## config.mk

```make
export PLATFORM = sky130hd
export DESIGN_NAME = matmul_2x2_seq
export DESIGN_NICKNAME = d
export VERILOG_FILES = /design/src/rtl/matmul_pkg.sv /design/src/rtl/matmul_2x2_seq_mac_sat.sv /design/src/rtl/matmul_2x2_seq.sv
export SDC_FILE = /design/constraint.sdc
export NUM_CORES = 1
export LEC_CHECK = 0
export CORE_MARGIN = 2
export CORE_UTILIZATION = 55
export DETAILED_ROUTE_END_ITERATION = 8
export PLACE_DENSITY = 0.77
export SLEW_MARGIN = 20
export SYNTH_ARGS = -nofsm -noshare
export SYNTH_HDL_FRONTEND = slang
export SYNTH_SLANG_ARGS = --single-unit
```

## constraint.sdc

```tcl
create_clock -name clk -period 9.7 [get_ports clk]
set_clock_uncertainty 0.2 [all_clocks]
set_input_delay 1.94 -clock clk [delete_from_list [all_inputs] [get_ports clk]]
set_output_delay 1.94 -clock clk [all_outputs]
set_load 0.05 [all_outputs]
```

## src/rtl/matmul_pkg.sv

```systemverilog
`default_nettype none
// ============================================================================
// Module  : matmul_pkg
// Brief   : Shared types, widths and the saturation helper for matmul_2x2_seq.
// Rev     : 1.0
// ============================================================================
package matmul_pkg;

  localparam int BIT_PREC_DEF = 8;

  typedef enum logic {
    IDLE = 1'b0,
    MAC  = 1'b1
  } state_t;

  function automatic int acc_width(input int bit_prec);
    return 2 * bit_prec + 1;
  endfunction

  // Clamps a sign-extended value to the signed range of a bit_prec-bit element.
  function automatic logic signed [63:0] sat_bitprec(input logic signed [63:0] v,
                                                     input int unsigned bit_prec);
    logic signed [63:0] hi;
    logic signed [63:0] lo;
    hi = (64'sd1 <<< (bit_prec - 1)) - 64'sd1;
    lo = -(64'sd1 <<< (bit_prec - 1));
    if (v > hi) begin
      return hi;
    end else if (v < lo) begin
      return lo;
    end
    return v;
  endfunction

endpackage
`default_nettype wire

```

## src/rtl/matmul_2x2_seq_mac_sat.sv

```systemverilog
`default_nettype none
// ============================================================================
// Module  : mac_sat
// Brief   : Combinational signed multiply-add with clamp to element width.
// Rev     : 1.0
// ============================================================================
module mac_sat
  import matmul_pkg::*;
#(
  parameter int BIT_PREC = BIT_PREC_DEF
) (
  input  logic signed [BIT_PREC-1:0]   a_i,
  input  logic signed [BIT_PREC-1:0]   b_i,
  input  logic signed [2*BIT_PREC:0]   acc_i,
  input  logic                         add_en_i,
  output logic signed [2*BIT_PREC:0]   sum_o,
  output logic signed [BIT_PREC-1:0]   sat_val_o,
  output logic                         sat_o
);

  localparam int PROD_W = 2 * BIT_PREC;
  localparam int ACC_W  = acc_width(BIT_PREC);

  logic signed [PROD_W-1:0] w_prod;
  logic signed [ACC_W-1:0]  w_prod_ext;
  logic signed [ACC_W-1:0]  w_addend;
  logic signed [ACC_W-1:0]  w_sum;
  logic signed [63:0]       w_sum_wide;
  logic signed [63:0]       w_clamped;

  assign w_prod     = a_i * b_i;
  assign w_prod_ext = {w_prod[PROD_W-1], w_prod};
  assign w_addend   = add_en_i ? acc_i : '0;
  assign w_sum      = w_addend + w_prod_ext;

  // Widen to the helper's fixed width so it stays independent of BIT_PREC.
  assign w_sum_wide = {{(64 - ACC_W){w_sum[ACC_W-1]}}, w_sum};
  assign w_clamped  = sat_bitprec(w_sum_wide, BIT_PREC);

  assign sum_o     = w_sum;
  assign sat_val_o = w_clamped[BIT_PREC-1:0];
  assign sat_o     = (w_clamped != w_sum_wide);

endmodule
`default_nettype wire

```

## src/rtl/matmul_2x2_seq.sv

```systemverilog
`default_nettype none
// ============================================================================
// Module  : matmul_2x2_seq
// Brief   : Sequential 2x2 signed matrix multiplier, one MAC per cycle, 8 steps.
// Rev     : 1.0
// ============================================================================
module matmul_2x2_seq
  import matmul_pkg::*;
#(
  parameter int BIT_PREC = BIT_PREC_DEF
) (
  input  logic                       clk,
  input  logic                       rst,
  input  logic                       start_i,
  input  logic signed [BIT_PREC-1:0] a_i [2][2],
  input  logic signed [BIT_PREC-1:0] b_i [2][2],
  output logic signed [BIT_PREC-1:0] c_o [2][2],
  output logic                       valid_o,
  output logic                       busy_o,
  output logic                       ovf_o
);

  localparam int ACC_W = acc_width(BIT_PREC);

  state_t                      state_q, state_d;
  logic [2:0]                  step_q, step_d;
  logic signed [BIT_PREC-1:0]  a_q [2][2];
  logic signed [BIT_PREC-1:0]  a_d [2][2];
  logic signed [BIT_PREC-1:0]  b_q [2][2];
  logic signed [BIT_PREC-1:0]  b_d [2][2];
  logic signed [BIT_PREC-1:0]  c_q [2][2];
  logic signed [BIT_PREC-1:0]  c_d [2][2];
  logic signed [ACC_W-1:0]     acc_q, acc_d;
  logic                        valid_q, valid_d;
  logic                        busy_q, busy_d;
  logic                        ovf_q, ovf_d;
  logic                        ovf_acc_q, ovf_acc_d;

  logic                        w_i, w_j, w_k;
  logic signed [ACC_W-1:0]     w_sum;
  logic signed [BIT_PREC-1:0]  w_sat_val;
  logic                        w_sat;

  // step = {i, j, k}: output row, output column, inner-product index.
  assign w_i = step_q[2];
  assign w_j = step_q[1];
  assign w_k = step_q[0];

  mac_sat #(
    .BIT_PREC (BIT_PREC)
  ) u_mac_sat (
    .a_i       (a_q[w_i][w_k]),
    .b_i       (b_q[w_k][w_j]),
    .acc_i     (acc_q),
    .add_en_i  (w_k),
    .sum_o     (w_sum),
    .sat_val_o (w_sat_val),
    .sat_o     (w_sat)
  );

  always_comb begin
    state_d   = state_q;
    step_d    = step_q;
    a_d       = a_q;
    b_d       = b_q;
    c_d       = c_q;
    acc_d     = acc_q;
    valid_d   = 1'b0;
    busy_d    = busy_q;
    ovf_d     = ovf_q;
    ovf_acc_d = ovf_acc_q;

    case (state_q)
      IDLE: begin
        if (start_i) begin
          state_d   = MAC;
          step_d    = 3'd0;
          a_d       = a_i;
          b_d       = b_i;
          busy_d    = 1'b1;
          ovf_acc_d = 1'b0;
        end
      end
      MAC: begin
        if (!w_k) begin
          acc_d = w_sum;
        end else begin
          c_d[w_i][w_j] = w_sat_val;
          ovf_acc_d     = ovf_acc_q | w_sat;
        end
        step_d = step_q + 3'd1;
        // The last step also writes C[1][1], so ovf must include its flag.
        if (step_q == 3'd7) begin
          state_d = IDLE;
          busy_d  = 1'b0;
          valid_d = 1'b1;
          ovf_d   = ovf_acc_d;
        end
      end
      default: begin
        state_d = IDLE;
        busy_d  = 1'b0;
      end
    endcase
  end

  always_ff @(posedge clk or posedge rst) begin
    if (rst) begin
      state_q   <= IDLE;
      step_q    <= 3'd0;
      acc_q     <= '0;
      valid_q   <= 1'b0;
      busy_q    <= 1'b0;
      ovf_q     <= 1'b0;
      ovf_acc_q <= 1'b0;
      for (int r = 0; r < 2; r++) begin
        for (int c = 0; c < 2; c++) begin
          a_q[r][c] <= '0;
          b_q[r][c] <= '0;
          c_q[r][c] <= '0;
        end
      end
    end else begin
      state_q   <= state_d;
      step_q    <= step_d;
      acc_q     <= acc_d;
      valid_q   <= valid_d;
      busy_q    <= busy_d;
      ovf_q     <= ovf_d;
      ovf_acc_q <= ovf_acc_d;
      a_q       <= a_d;
      b_q       <= b_d;
      c_q       <= c_d;
    end
  end

  assign c_o     = c_q;
  assign valid_o = valid_q;
  assign busy_o  = busy_q;
  assign ovf_o   = ovf_q;

endmodule
`default_nettype wire

```

Word-level counts from Yosys, hierarchy flattened
Index checks and enable logic that the tools add are counted.
Widths: inputs -> output; s select.
Operators by class
  $add $sub $neg: 2
  multiply operators: 1
  $lt $le $gt $ge: 7
  equality and inequality tests: 4
  multiplexer cells: 36
  bitwise gates (word level): 6
  reduce and logical (&&, ||, !) cells: 7
Operators with widths (count)
  $mux 64: 3
  $mux 16: 7
  $ne 64x17->1: 1
  $mux 8: 7
  $bwmux 32: 1
  $add 17x16->17: 1
  $gt 17x8->1 const B: 1
  $lt 17x8->1 const B: 1
  $mux 17: 1
  $demux 16 s1: 1
  $mul 8x8->16: 1
  $mux 1: 10
  $reduce_and 2->1: 5
  $demux 8 s1: 1
  $ge 2x2->1 const B: 3
  $not 1->2: 3
  $pmux 1 s2: 3
  $pmux 3 s2: 1
  $lt 2x1->1 const B: 2
  $add 3x1->3 const B: 1
  $eq 3x3->1 const B: 1
  $mux 3: 1
  $logic_and 1x1->1: 2
  $ne 2x1->1 const B: 1
  other kinds (3): 4
Storage, ports and cells
  register bits: 121

Longest topological paths before layout
  depth in word-level cells: 17
  depth in mapped cells: 25
  mapped depth without buffers: 22

Cells and area by module
A second synthesis with hierarchy kept.
Unflattened totals
  cell total of the unflattened synthesis: 663
  area, all modules: 8667.1 µm²
Modules (own cells, without submodules)
  matmul_2x2_seq: times used 1, cells an instance 294, area an instance 5298.8 µm², sequential area each 3027.9 µm²
  mac_sat: times used 1, cells an instance 369, area an instance 3368.2 µm², sequential area each 0.0 µm²

Least setup slack after synthesis
OpenSTA, ideal clock, no wires.
  path kind: register -> register
  start point: register step_q[1]
  end point: register c_q, in the netlist c_o[10]
  data arrival time: 6.373 ns
  required time: 9.373 ns
  slack: 2.999 ns
  cell stages (with the launch flop): 21
  cell sequence: dfrtp_1 clkbuf_1 clkbuf_1 mux4_2 nand2_1 inv_1 fa_1 inv_1 fa_1 inv_1 fa_1 fa_1 ha_1 ha_1 a211oi_1 nand4_1 a211oi_1 nand4_1 o41a_1 nor2_1 o21ai_1
Between the ends
  longest elaborated chain between the ends: 11
  elaborated cells on any way between the ends: 20
  those cells by class: 1 x add/sub; 1 x mul; 4 x order compare; 12 x mux; 1 x bitwise; 1 x reduce/logical
Ends and longest elaborated chain
  start: declaration: RTL line matmul_2x2_seq.sv:26  | logic [2:0] step_q, step_d;
  start signal: assignment: RTL line matmul_2x2_seq.sv:125  | step_q <= step_d;
  $not 1->2 (implied by the code) (*): RTL line matmul_2x2_seq.sv:53, matmul_2x2_seq.sv:88
  $mux 8 (implied by the code) (3 in series): RTL line matmul_2x2_seq.sv:53  | .b_i (b_q[w_k][w_j]),
  $mul 8x8->16: RTL line matmul_2x2_seq_mac_sat.sv:31  | assign w_prod = a_i * b_i;
  $add 17x16->17: RTL line matmul_2x2_seq_mac_sat.sv:34  | assign w_sum = w_addend + w_prod_ext;
  $lt 17x8->1: RTL line matmul_pkg.sv:29  | end else if (v < lo) begin
  $mux 1: RTL line matmul_pkg.sv:29
  $mux 1: RTL line matmul_pkg.sv:27  | if (v > hi) begin
  $mux 64: RTL line matmul_pkg.sv:32  | return v;
  $bwmux 32 (*): RTL line matmul_2x2_seq.sv:88  | c_d[w_i][w_j] = w_sat_val;
  end signal: indexed assignment: RTL line matmul_2x2_seq.sv:120  | c_q[r][c] <= '0;
  end signal: assignment: RTL line matmul_2x2_seq.sv:133  | c_q <= c_d;
  end: declaration: RTL line matmul_2x2_seq.sv:31  | logic signed [BIT_PREC-1:0] c_q [2][2];
Every way passes the cells marked *; elsewhere a longest branch is shown, timed or not. The select of a mux whose other input is x is not followed.
A chain may end at the register's enable or synchronous reset.

Final worst setup path
  start point: register step_q[1]
  end point: register c_q, in the netlist c_o[25]
Same word-level chain as after synthesis.

==> results.json <==
{
  "antenna_left": 0,
  "io_buffers": 101,
  "post-cts-setup-buffer-count": 0,
  "grt_max_degree": 82,
  "utilization_pct": 68.7,
  "grt_pass1_wl_microns": 32600,
  "critPathLaunchType": "flip-flop",
  "cts_buffer_depth": 2,
  "mappedNetlistNets": 899,
  "die-width_microns": 126,
  "dp.cells": 978,
  "synth-async-reset-ratio_pct": 100,
  "hold_slack_ns": 0.278,
  "hold_buffers": 0,
  "synth_cells": 715,
  "status": "finished, final reports clean",
  "stdcell_count": 1010,
  "dieArea_sq_mm": 0.0159,
  "finalWirelength_microns": 18900,
  "worstPathRequired_ns": 9.77,
  "ios": 102,
  "drtIter0Drc": 530,
  "post-synth-top-count-cell": "dfrtp_1",
  "min_path_type": "flip-flop to flip-flop",
  "synthTopCellsByArea": "dfrtp_1 37%, fa_1 19%, mux2_2 10%",
  "syn_area_sq_mm": 0.00822,
  "crit_arrival_ns": 7.99,
  "yosysWarnings": 0,
  "grt_use_total_pct": 25.9,
  "synthTopCellsByCount": "121 x dfrtp_1, 88 x inv_1, 78 x nand2_1",
  "clk_latency_ns": 0.41,
  "vias_per_cell": 5.68,
  "use_met2_pct": 45.0,
  "route.detailed.drc": 0,
  "rows": 44,
  "area_delta_synth_final_pct": 22.0,
  "fmax_mhz": 126,
  "initial_core_util_pct": 56.3,
  "num_antenna_cells": 0,
  "core_area_sq_mm": 0.0146,
  "overflow": 0,
  "finalSetupViolCount": 0,
  "vias": 5737,
  "timing.final.crit_share_pct": 81.6,
  "synth_edf_count": 0,
  "wl_per_cell_microns": 18.7,
  "rsz0062_at_grt": "no",
  "endpoint_kind": "flip-flop",
  "grt.busiest_layer": "met2",
  "ys.flop_type": "dfrtp_1",
  "postCtsResizedCells": 0,
  "path_class": "flip-flop to flip-flop",
  "antenna_found_initial": 0,
  "cts_sinks": 121,
  "htree_levels": 4,
  "drv_slew": 0,
  "synth.yosys.seq_area_share_pct": 36.9,
  "worstPathMaxFanout": 15,
  "ys_ff_latch": 121,
  "synth_top_cell_by_area": "dfrtp_1",
  "min_path_cells": 2,
  "drive_gt1_share_pct": 15.9,
  "grt_pass1_vias": 6483,
  "hpwl_microns": 14100,
  "final_nets": 997,
  "cts_root_buffer": "clkbuf_16",
  "maxCapViolations": 0,
  "cts_made_buffers": 17,
  "synth.avg_cell_area_sq_um": 11.5,
  "met3_usage_pct": 3.70,
  "routabilityCongestion": 0.957,
  "reg2regPathDepth": 18,
  "slew_headroom_pct": 29.1,
  "tritoncts": "built",
  "worst_pin_slew_ns": 1.05,
  "setup_tns_ns": 0,
  "synth_top_area_share_pct": 36.9,
  "ys_types": 49,
  "hold_viol": 0,
  "clk_pin_slew_worst_paths_ns": 0.06,
  "fin_crit_ns": 7.91,
  "grt_use_met1_pct": 34.0,
  "drtPass1Iterations": 6,
  "chipHeight_microns": 126
}
per-layer routing:
| layer | up-vias | share of wire, % |
|---|---|---|
| met1 | 2948 | 42 |
| met4 | 0 | 2.4 |
| li1 | 2568 | - |
| met3 | 43 | 4.0 |
| met5 | - | 0 |
| met2 | 178 | 52 |
path summary, 6_finish.rpt:
kind                           start        end  slack (ns)
setup / recovery           step_q[1]    c_o[25]        1.79
hold / removal             acc_q[10]  acc_q[10]        0.28
setup reg to reg           step_q[1]    c_o[25]        1.79
hold reg to reg            acc_q[10]  acc_q[10]        0.28
max in group asynchronous        rst    b_q[21]        6.48
min in group asynchronous        rst     c_o[1]        1.72
registers in the layout (all words and copies together), names as in the netlist:
signal / flops
ovf_o: 1
state_q: 1
c_o: 32
ovf_acc_q: 1
valid_o: 1
busy_o: 1
a_q: 32
acc_q: 17
b_q: 32
step_q: 3
critical path, cell delays in order, from the launching register on:
cell,delay [ns]
dfrtp_1,0.83
mux2_2,0.42
o21ai_0,0.82
inv_1,0.35
nand2b_1,0.20
fa_1,0.43
fa_1,0.57
inv_1,0.07
fa_1,0.50
fa_1,0.57
fa_1,0.42
ha_1,0.38
and4_1,0.24
nor3_2,0.29
a21oi_1,0.12
a211o_1,0.36
o41a_1,0.55
nor2_1,0.32
o21ai_1,0.14
area by class of cell:
class	instances	area [sq um]
clock buffers	18	429
inverters	88	333
clock inverters	14	195
multi-input cells	481	4770
well taps	184	230
fillers	1012	4570
flip-flops and latches	121	3030
repair buffers	104	1040
cell families after synthesis:
| group | count (synthesis) | synth area share, % |
|---|---|---|
| compound gates | 76 | 6.17 |
| flops | 121 | 36.9 |
| buf+inv | 113 | 5.18 |
| xor+xnor | 17 | 1.81 |
| simple gates | 180 | 10.7 |
| mux | 91 | 14.5 |
| fa+ha+maj | 117 | 24.8 |
layout by cell type (no fill, tap or decap), types with 2 or more instances in the layout:
| master | instances |
|---|---|
| a211o_1 | 2 |
| a211oi_1 | 3 |
| a21o_1 | 4 |
| a21oi_1 | 6 |
| a22o_1 | 8 |
| a31oi_1 | 2 |
| and2_1 | 43 |
| and3_1 | 2 |
| buf_4 | 2 |
| bufinv_16 | 4 |
| clkbuf_16 | 17 |
| clkdlybuf4s50_1 | 101 |
| clkinv_2 | 2 |
| clkinvlp_4 | 4 |
| dfrtp_1 | 121 |
| fa_1 | 76 |
| ha_1 | 41 |
| inv_1 | 87 |
| inv_6 | 3 |
| mux2_2 | 75 |
| mux4_2 | 15 |
| nand2_1 | 78 |
| nand2b_1 | 6 |
| nand3b_1 | 2 |
| nand4_1 | 5 |
| nor2_1 | 24 |
| nor2b_1 | 5 |
| nor3_1 | 2 |
| o21ai_0 | 16 |
| o21ai_1 | 23 |
| o21bai_1 | 2 |
| or2_1 | 4 |
| xnor2_1 | 12 |
| xor2_1 | 5 |
through the flow:
step / worst slack (ns) / instance area (sq um)
floorplan: 3.00 / 8220
global placement: 1.96 / 9390
detailed placement: 1.81 / 9390
CTS: 1.79 / 10000
global route: 1.33 / 10000
finish: 1.79 / 10000
Power is not shown: default switching activity piles up to over one toggle a cycle in this logic, so the estimate is an artifact.
